==> src/rtl/cruise_speed_controller_if.sv <==
// Driver-control / speed-sensor / throttle bundle for the cruise speed controller.
// The controller takes the slave side; the vehicle-side logic or a bench takes the master side.
interface cruise_speed_controller_if;
  logic       cruise_on;
  logic       set;
  logic       resume;
  logic       inc;
  logic       dec;
  logic       brake;
  logic [7:0] speed;
  logic       speed_valid;
  logic       throttle_up;
  logic       throttle_down;
  logic       cruise_active;
  logic [7:0] target_speed;

  modport master (
    output cruise_on, set, resume, inc, dec, brake, speed, speed_valid,
    input  throttle_up, throttle_down, cruise_active, target_speed
  );

  modport slave (
    input  cruise_on, set, resume, inc, dec, brake, speed, speed_valid,
    output throttle_up, throttle_down, cruise_active, target_speed
  );
endinterface

==> src/rtl/cruise_speed_controller.sv <==
// Cruise-control sequencer: holds the target speed and drives throttle_up/throttle_down.
// Define CRUISE_HYST_EN to compare against a +/-DEADBAND window instead of the exact target.

module eight_bit_comparator (
  input  logic       en_i,
  input  logic [7:0] a_i,
  input  logic [7:0] b_i,
  output logic       l_o,
  output logic       g_o,
  output logic       eq_o
);
  assign l_o  = en_i & (a_i <  b_i);
  assign g_o  = en_i & (a_i >  b_i);
  assign eq_o = en_i & (a_i == b_i);
endmodule

module cruise_speed_controller #(
  parameter logic [7:0] MIN_SPEED = 8'd45,
  parameter logic [7:0] MAX_SPEED = 8'd200,
  parameter logic [7:0] STEP      = 8'd2
`ifdef CRUISE_HYST_EN
  , parameter logic [7:0] DEADBAND = 8'd3
`endif
) (
  input  logic                         clk,
  input  logic                         reset,
  cruise_speed_controller_if.slave     ctl
);

  typedef enum logic [1:0] {S_OFF, S_READY, S_CRUISE, S_SUSPEND} state_e;

  state_e     state_q, state_d;
  logic [7:0] target_q, target_d;
  logic       up_q, up_d;
  logic       dn_q, dn_d;
  logic       active_q, active_d;

  logic       in_range;
  logic       set_ok;
  logic [8:0] inc_sum;
  logic [7:0] inc_val;
  logic [7:0] dec_val;
  logic       cmp_en;
  logic       cmp_up;
  logic       cmp_dn;

  assign in_range = (ctl.speed >= MIN_SPEED) && (ctl.speed <= MAX_SPEED);
  // set/resume are only honoured with the brake released
  assign set_ok   = ctl.set && in_range && !ctl.brake;

  assign inc_sum  = {1'b0, target_q} + {1'b0, STEP};
  assign inc_val  = (inc_sum > {1'b0, MAX_SPEED}) ? MAX_SPEED : inc_sum[7:0];
  assign dec_val  = ({1'b0, target_q} < ({1'b0, MIN_SPEED} + {1'b0, STEP})) ?
                    MIN_SPEED : (target_q - STEP);

  // Comparator sees the registered (old) target, so a same-cycle adjust is not visible yet
  assign cmp_en   = (state_q == S_CRUISE);

`ifdef CRUISE_HYST_EN
  logic [7:0] lo_lim, hi_lim;
  logic [8:0] hi_sum;
  logic       lo_l, lo_g, lo_eq, hi_l, hi_g, hi_eq;
  logic       inside;

  assign lo_lim = (target_q > DEADBAND) ? (target_q - DEADBAND) : 8'd0;
  assign hi_sum = {1'b0, target_q} + {1'b0, DEADBAND};
  assign hi_lim = hi_sum[8] ? 8'hFF : hi_sum[7:0];

  eight_bit_comparator u_cmp_lo (
    .en_i (cmp_en), .a_i (ctl.speed), .b_i (lo_lim),
    .l_o  (lo_l),   .g_o (lo_g),      .eq_o (lo_eq)
  );
  eight_bit_comparator u_cmp_hi (
    .en_i (cmp_en), .a_i (ctl.speed), .b_i (hi_lim),
    .l_o  (hi_l),   .g_o (hi_g),      .eq_o (hi_eq)
  );

  assign inside = (lo_g | lo_eq) & (hi_l | hi_eq);
  assign cmp_up = lo_l & ~inside;
  assign cmp_dn = hi_g & ~inside;
`else
  logic c_l, c_g, c_eq;

  eight_bit_comparator u_cmp (
    .en_i (cmp_en), .a_i (ctl.speed), .b_i (target_q),
    .l_o  (c_l),    .g_o (c_g),       .eq_o (c_eq)
  );

  assign cmp_up = c_l & ~c_eq;
  assign cmp_dn = c_g & ~c_eq;
`endif

  // State register
  always_ff @(posedge clk or posedge reset) begin
    if (reset) begin
      state_q  <= S_OFF;
      target_q <= 8'd0;
      up_q     <= 1'b0;
      dn_q     <= 1'b0;
      active_q <= 1'b0;
    end else begin
      state_q  <= state_d;
      target_q <= target_d;
      up_q     <= up_d;
      dn_q     <= dn_d;
      active_q <= active_d;
    end
  end

  // Next state and target
  always_comb begin
    state_d  = state_q;
    target_d = target_q;
    if (!ctl.cruise_on) begin
      state_d  = S_OFF;
      target_d = 8'd0;
    end else begin
      unique case (state_q)
        S_OFF: state_d = S_READY;
        S_READY: begin
          if (set_ok) begin
            state_d  = S_CRUISE;
            target_d = ctl.speed;
          end
        end
        S_CRUISE: begin
          if (ctl.brake) begin
            state_d = S_SUSPEND;
          end else if (set_ok) begin
            target_d = ctl.speed;
          end else if (!ctl.resume && (ctl.inc != ctl.dec)) begin
            target_d = ctl.inc ? inc_val : dec_val;
          end
        end
        S_SUSPEND: begin
          if (set_ok) begin
            state_d  = S_CRUISE;
            target_d = ctl.speed;
          end else if (ctl.resume && !ctl.brake && (target_q != 8'd0)) begin
            state_d = S_CRUISE;
          end
        end
        default: state_d = S_OFF;
      endcase
    end
  end

  // Outputs: throttles track the last sample seen in CRUISE and clear when leaving it
  always_comb begin
    active_d = (state_d == S_CRUISE);
    up_d     = up_q;
    dn_d     = dn_q;
    if (state_d != S_CRUISE) begin
      up_d = 1'b0;
      dn_d = 1'b0;
    end else if (cmp_en && ctl.speed_valid) begin
      up_d = cmp_up;
      dn_d = cmp_dn;
    end
  end

  assign ctl.throttle_up   = up_q;
  assign ctl.throttle_down = dn_q;
  assign ctl.cruise_active = active_q;
  assign ctl.target_speed  = target_q;

endmodule

==> src/flat_wrapper.sv <==
// flat-port wrapper written by rule: the top's interface ports become plain ports
module cruise_speed_controller_flat 
#(
  parameter logic [7:0] MIN_SPEED = 8'd45,
  parameter logic [7:0] MAX_SPEED = 8'd200,
  parameter logic [7:0] STEP      = 8'd2

)
  (clk, reset, ctl_cruise_on, ctl_set, ctl_resume, ctl_inc, ctl_dec, ctl_brake, ctl_speed, ctl_speed_valid, ctl_throttle_up, ctl_throttle_down, ctl_cruise_active, ctl_target_speed);
  cruise_speed_controller_if ctl_i ();
  input  logic clk;
  input  logic reset;
  input wire logic [$bits(ctl_i.cruise_on)-1:0] ctl_cruise_on;
  input wire logic [$bits(ctl_i.set)-1:0] ctl_set;
  input wire logic [$bits(ctl_i.resume)-1:0] ctl_resume;
  input wire logic [$bits(ctl_i.inc)-1:0] ctl_inc;
  input wire logic [$bits(ctl_i.dec)-1:0] ctl_dec;
  input wire logic [$bits(ctl_i.brake)-1:0] ctl_brake;
  input wire logic [$bits(ctl_i.speed)-1:0] ctl_speed;
  input wire logic [$bits(ctl_i.speed_valid)-1:0] ctl_speed_valid;
  output wire logic [$bits(ctl_i.throttle_up)-1:0] ctl_throttle_up;
  output wire logic [$bits(ctl_i.throttle_down)-1:0] ctl_throttle_down;
  output wire logic [$bits(ctl_i.cruise_active)-1:0] ctl_cruise_active;
  output wire logic [$bits(ctl_i.target_speed)-1:0] ctl_target_speed;
  assign ctl_i.cruise_on = ctl_cruise_on;
  assign ctl_i.set = ctl_set;
  assign ctl_i.resume = ctl_resume;
  assign ctl_i.inc = ctl_inc;
  assign ctl_i.dec = ctl_dec;
  assign ctl_i.brake = ctl_brake;
  assign ctl_i.speed = ctl_speed;
  assign ctl_i.speed_valid = ctl_speed_valid;
  assign ctl_throttle_up = ctl_i.throttle_up;
  assign ctl_throttle_down = ctl_i.throttle_down;
  assign ctl_cruise_active = ctl_i.cruise_active;
  assign ctl_target_speed = ctl_i.target_speed;
  cruise_speed_controller #(.MIN_SPEED(MIN_SPEED), .MAX_SPEED(MAX_SPEED), .STEP(STEP)) u_core (.clk(clk), .reset(reset), .ctl(ctl_i));
endmodule
==> config.mk <==
export PLATFORM = sky130hd
export DESIGN_NAME = cruise_speed_controller_flat
export DESIGN_NICKNAME = d
export VERILOG_FILES = /design/src/rtl/cruise_speed_controller_if.sv /design/src/rtl/cruise_speed_controller.sv /design/src/flat_wrapper.sv
export SDC_FILE = /design/constraint.sdc
export NUM_CORES = 1
export LEC_CHECK = 0
export ABC_CLOCK_PERIOD_IN_PS = 4700
export BUFFER_PORTS_ARGS = -buffer_cell sky130_fd_sc_hd__buf_2
export CAP_MARGIN = 20
export CORE_UTILIZATION = 45
export CTS_CLUSTER_SIZE = 40
export DETAILED_ROUTE_END_ITERATION = 6
export PLACE_DENSITY = 0.77
export SLEW_MARGIN = 20
export SYNTH_ARGS = -nofsm -noshare
export SYNTH_HDL_FRONTEND = slang
export SYNTH_SLANG_ARGS = --single-unit
==> constraint.sdc <==
create_clock -name clk -period 4.7 [get_ports clk]
set_input_delay 0.705 -clock clk [delete_from_list [all_inputs] [get_ports clk]]
set_output_delay 0.705 -clock clk [all_outputs]
set_load 0.05 [all_outputs]
==> flow_summary.yaml <==
worst_setup_path:
  required_ns: 4.90
  reg2reg_to: "u_core.ctl.target_speed[0]"
  reg2reg_slack_ns: 2.38
  slowest_delay_ns: 0.58
  worstPathArrival_ns: 2.52
  reg2reg_depth: 7
  critPathLaunchType: "register"
  path_buf_inv: 0
  cp_slowest_cell: "dfrtp_1"
  cp-end-kind: "register"
  critPathMaxFanout: 12
  cp.depth: 7
  worstPathCellList: "ha_1, and4_1, o2111ai_1, o211ai_1, o221ai_2, a21oi_1, mux2i_1"
  critPathKind: "register to register"
  rr_startpoint: "u_core.ctl.target_speed[2]"
  path_delay_family: "compound AO/OA/AOI/OAI gates"
finish:
  fill_cells: 314
  areaGrowthSynthToFinish_pct: 11.3
  antenna_cells: 0
  instances_no_fill: 243
  final_nets: 227
  final_util_pct: 53.1
  layout-drive-gt1-share_pct: 20.6
timing:
  hold_violations: 0
  finalClockSkew_ns: 0.0166
  rsz0062_at_grt: "false"
  tightest_slew_ns: 0.546
  drv_slew: 0
  setup_viol: 0
  fmax_ghz: 0.431
  period_minus_slack_ns: 2.32
  finalCritPeriodShare_pct: 49.4
  setup_tns_ns: 0
  slew_headroom_pct: 63.6
die:
  initial_core_util_pct: 47.7
  ios: 28
  dieArea_um2: 3470
  rows: 20
  coreArea_um2: 3050
  die-height_um: 58.9
  die-width_um: 58.9
placed_design:
  dp.final_hpwl_um: 2990
  dp_cells: 239
  port-buffer-count: 27
  gp_congestion: 0.948
routing:
  routed_wl_um: 3910
  drt-initial-drc-count: 248
  wl_per_cell_um: 16.1
  drc: 0
  vias: 1528
  viasPerCell: 6.29
  antenna_left: 0
  dr.pass1.iters: 4
status:
  outcome: "finished, final reports clean"
global_routing:
  grt_pass1_wl_um: 6640
  use_met3_pct: 4.40
  grtUsageTotal_pct: 25.0
  antenna_found_initial: 0
  grt_util_met1_pct: 35.4
  first_global_vias: 1415
  grt_max_degree: 16
  busiest_layer: "met2"
  met2_usage_pct: 38.3
  grt-ovfl-total: 0
clocking:
  clockRootBuffer: "clkbuf_4"
  cts.path.max_buffers: 2
  cts_setup_buffers: 0
  cts_buffers: 3
  cts_htree_levels: 1
  cts_resized: 0
  cts_tree: "yes"
  postCtsHoldBufs: 0
  clock_latency_ns: 0.29
  cts.clk_slew.worst_paths_ns: 0.09
  cts.sinks: 13
synth:
  synth_edf_count: 0
  synth_simple_gate_area_share_pct: 23.7
  synth_top_family_by_area: "compound AO/OA/AOI/OAI gates"
  synth_adder_area_share_pct: 8.59
  synth_warnings: 0
  ys_ff_latch: 13
  syn_nets: 205
  synth_compound_area_share_pct: 35.1
  muxShareOfSynthArea_pct: 0.687
  synthArstFlopShare_pct: 100
  synth_xor_area_share_pct: 2.41
  yosysSeqAreaShare_pct: 22.3
  synthCells: 178
  ys_types: 54
  syn_area_um2: 1460
  synth-main-ff-cell: "dfrtp_1"
  avgSynthCellArea_um2: 8.18
power:
  power.total_w: 0.000336
  leakagePower_nw: 0.704
  p_switching_w: 0.000136
  p_sw_share_pct: 40.6
  cellPowerDensity_nw_per_um2: 207
  intPower_w: 0.000200
  p_seq_share_pct: 39.4
  power_frac_comb_pct: 39.2
  clkPwrFrac_pct: 21.5
  vdd_drop_max_mv: 0.152
worst_hold_path:
  worstHoldPathType: "input pin to asynchronous set/reset pin"
run:
  maxCapViolCount: 0
[kinds of logic after synthesis]
| group | after synthesis |
|---|---|
| DFF | 13 |
| muxes | 1 |
| adders and majority gates | 10 |
| AOI/OAI and AO/OA | 65 |
| xor gates and xnor gates | 4 |
| and+or+nand+nor | 61 |
| buffers and inverters | 24 |
[state kept, by name (all words and copies together) (netlist names)]
name,cells
u_core.ctl.target_speed,8
u_core.state_q,2
u_core.ctl.cruise_active,1
u_core.ctl.throttle_down,1
u_core.ctl.throttle_up,1
[layer usage]
metal	part of all wire (%)	up-vias
li1	-	728
met4	1.0	0
met5	0	-
met3	9.1	8
met1	44	704
met2	46	88
[worst max-delay path by stage]
stage / start / to / slack (ns)
floorplan: u_core.ctl.target_speed[1] / u_core.ctl.target_speed[7] / 2.45
global placement: ctl_speed[5] / u_core.ctl.target_speed[6] / 2.32
detailed placement: ctl_speed[5] / u_core.ctl.target_speed[6] / 2.34
CTS: u_core.ctl.target_speed[2] / u_core.ctl.target_speed[0] / 2.42
global route: u_core.ctl.target_speed[2] / u_core.ctl.target_speed[0] / 2.23
finish: u_core.ctl.target_speed[2] / u_core.ctl.target_speed[0] / 2.38
[synthesized netlist by cell type, types with 3 or more instances]
cell	instances	share of area [%]
a22oi_1	3	1.5
buf_2	4	1.4
and2_1	3	1.3
xnor2_1	4	2.4
or3_1	4	1.7
nor4_1	3	1.3
nand2_1	15	3.9
a211oi_1	3	1.5
inv_1	13	3.4
nor3_1	6	2.1
ha_1	10	8.6
a21oi_1	14	4.8
o21ai_0	7	2.4
a21o_1	5	2.6
nand3_1	5	1.7
nand4_1	4	1.7
a31oi_1	3	1.3
o211ai_1	3	1.5
and3_1	4	1.7
nor2_1	7	1.8
dfrtp_1	13	22
clkbuf_1	3	0.77
[through the flow]
stage / instance area (um2) / setup WS [ns] / hold WS [ns]
after floorplan: 1460 / 2.45 / 0.506
after global placement: 1600 / 2.32 / 0.514
after detailed placement: 1600 / 2.34 / 0.526
after CTS: 1620 / 2.42 / 0.452
after global routing: 1620 / 2.23 / 0.487
final: 1620 / 2.38 / 0.434
[placed cells by master, fill, tap and decap left out, drive strengths merged, types with 5 or more instances in the layout]
cell type and count:
nor3 6, a21oi 14, ha 10, nand2 15, a21o 5, nand3 6, inv 14, a211oi 5
nor2 8, buf 27, o21ai 8, dfrtp 13
[power by group through the flow]
stage | registers [W] | clock network [W] | logic (W)
after floorplan | 0.000138 | 0 | 0.0000917
after global placement | 0.000134 | 0 | 0.000129
final | 0.000132 | 0.0000721 | 0.000132
after detailed placement | 0.000134 | 0 | 0.000130
after CTS | 0.000132 | 0.0000744 | 0.000131
after global routing | 0.000134 | 0.0000796 | 0.000145
[final cells by class]
type                    count  area (um2)  area share, %
inverters                  14        52.6           3.24
multi-input cells         141        1030           63.3
well taps                  44        55.1           3.40
clock buffers               4        26.3           1.62
flip-flops and latches     13         325           20.1
repair buffers             27         135           8.33
No activity file was read; power rests on OpenSTA's default activity.
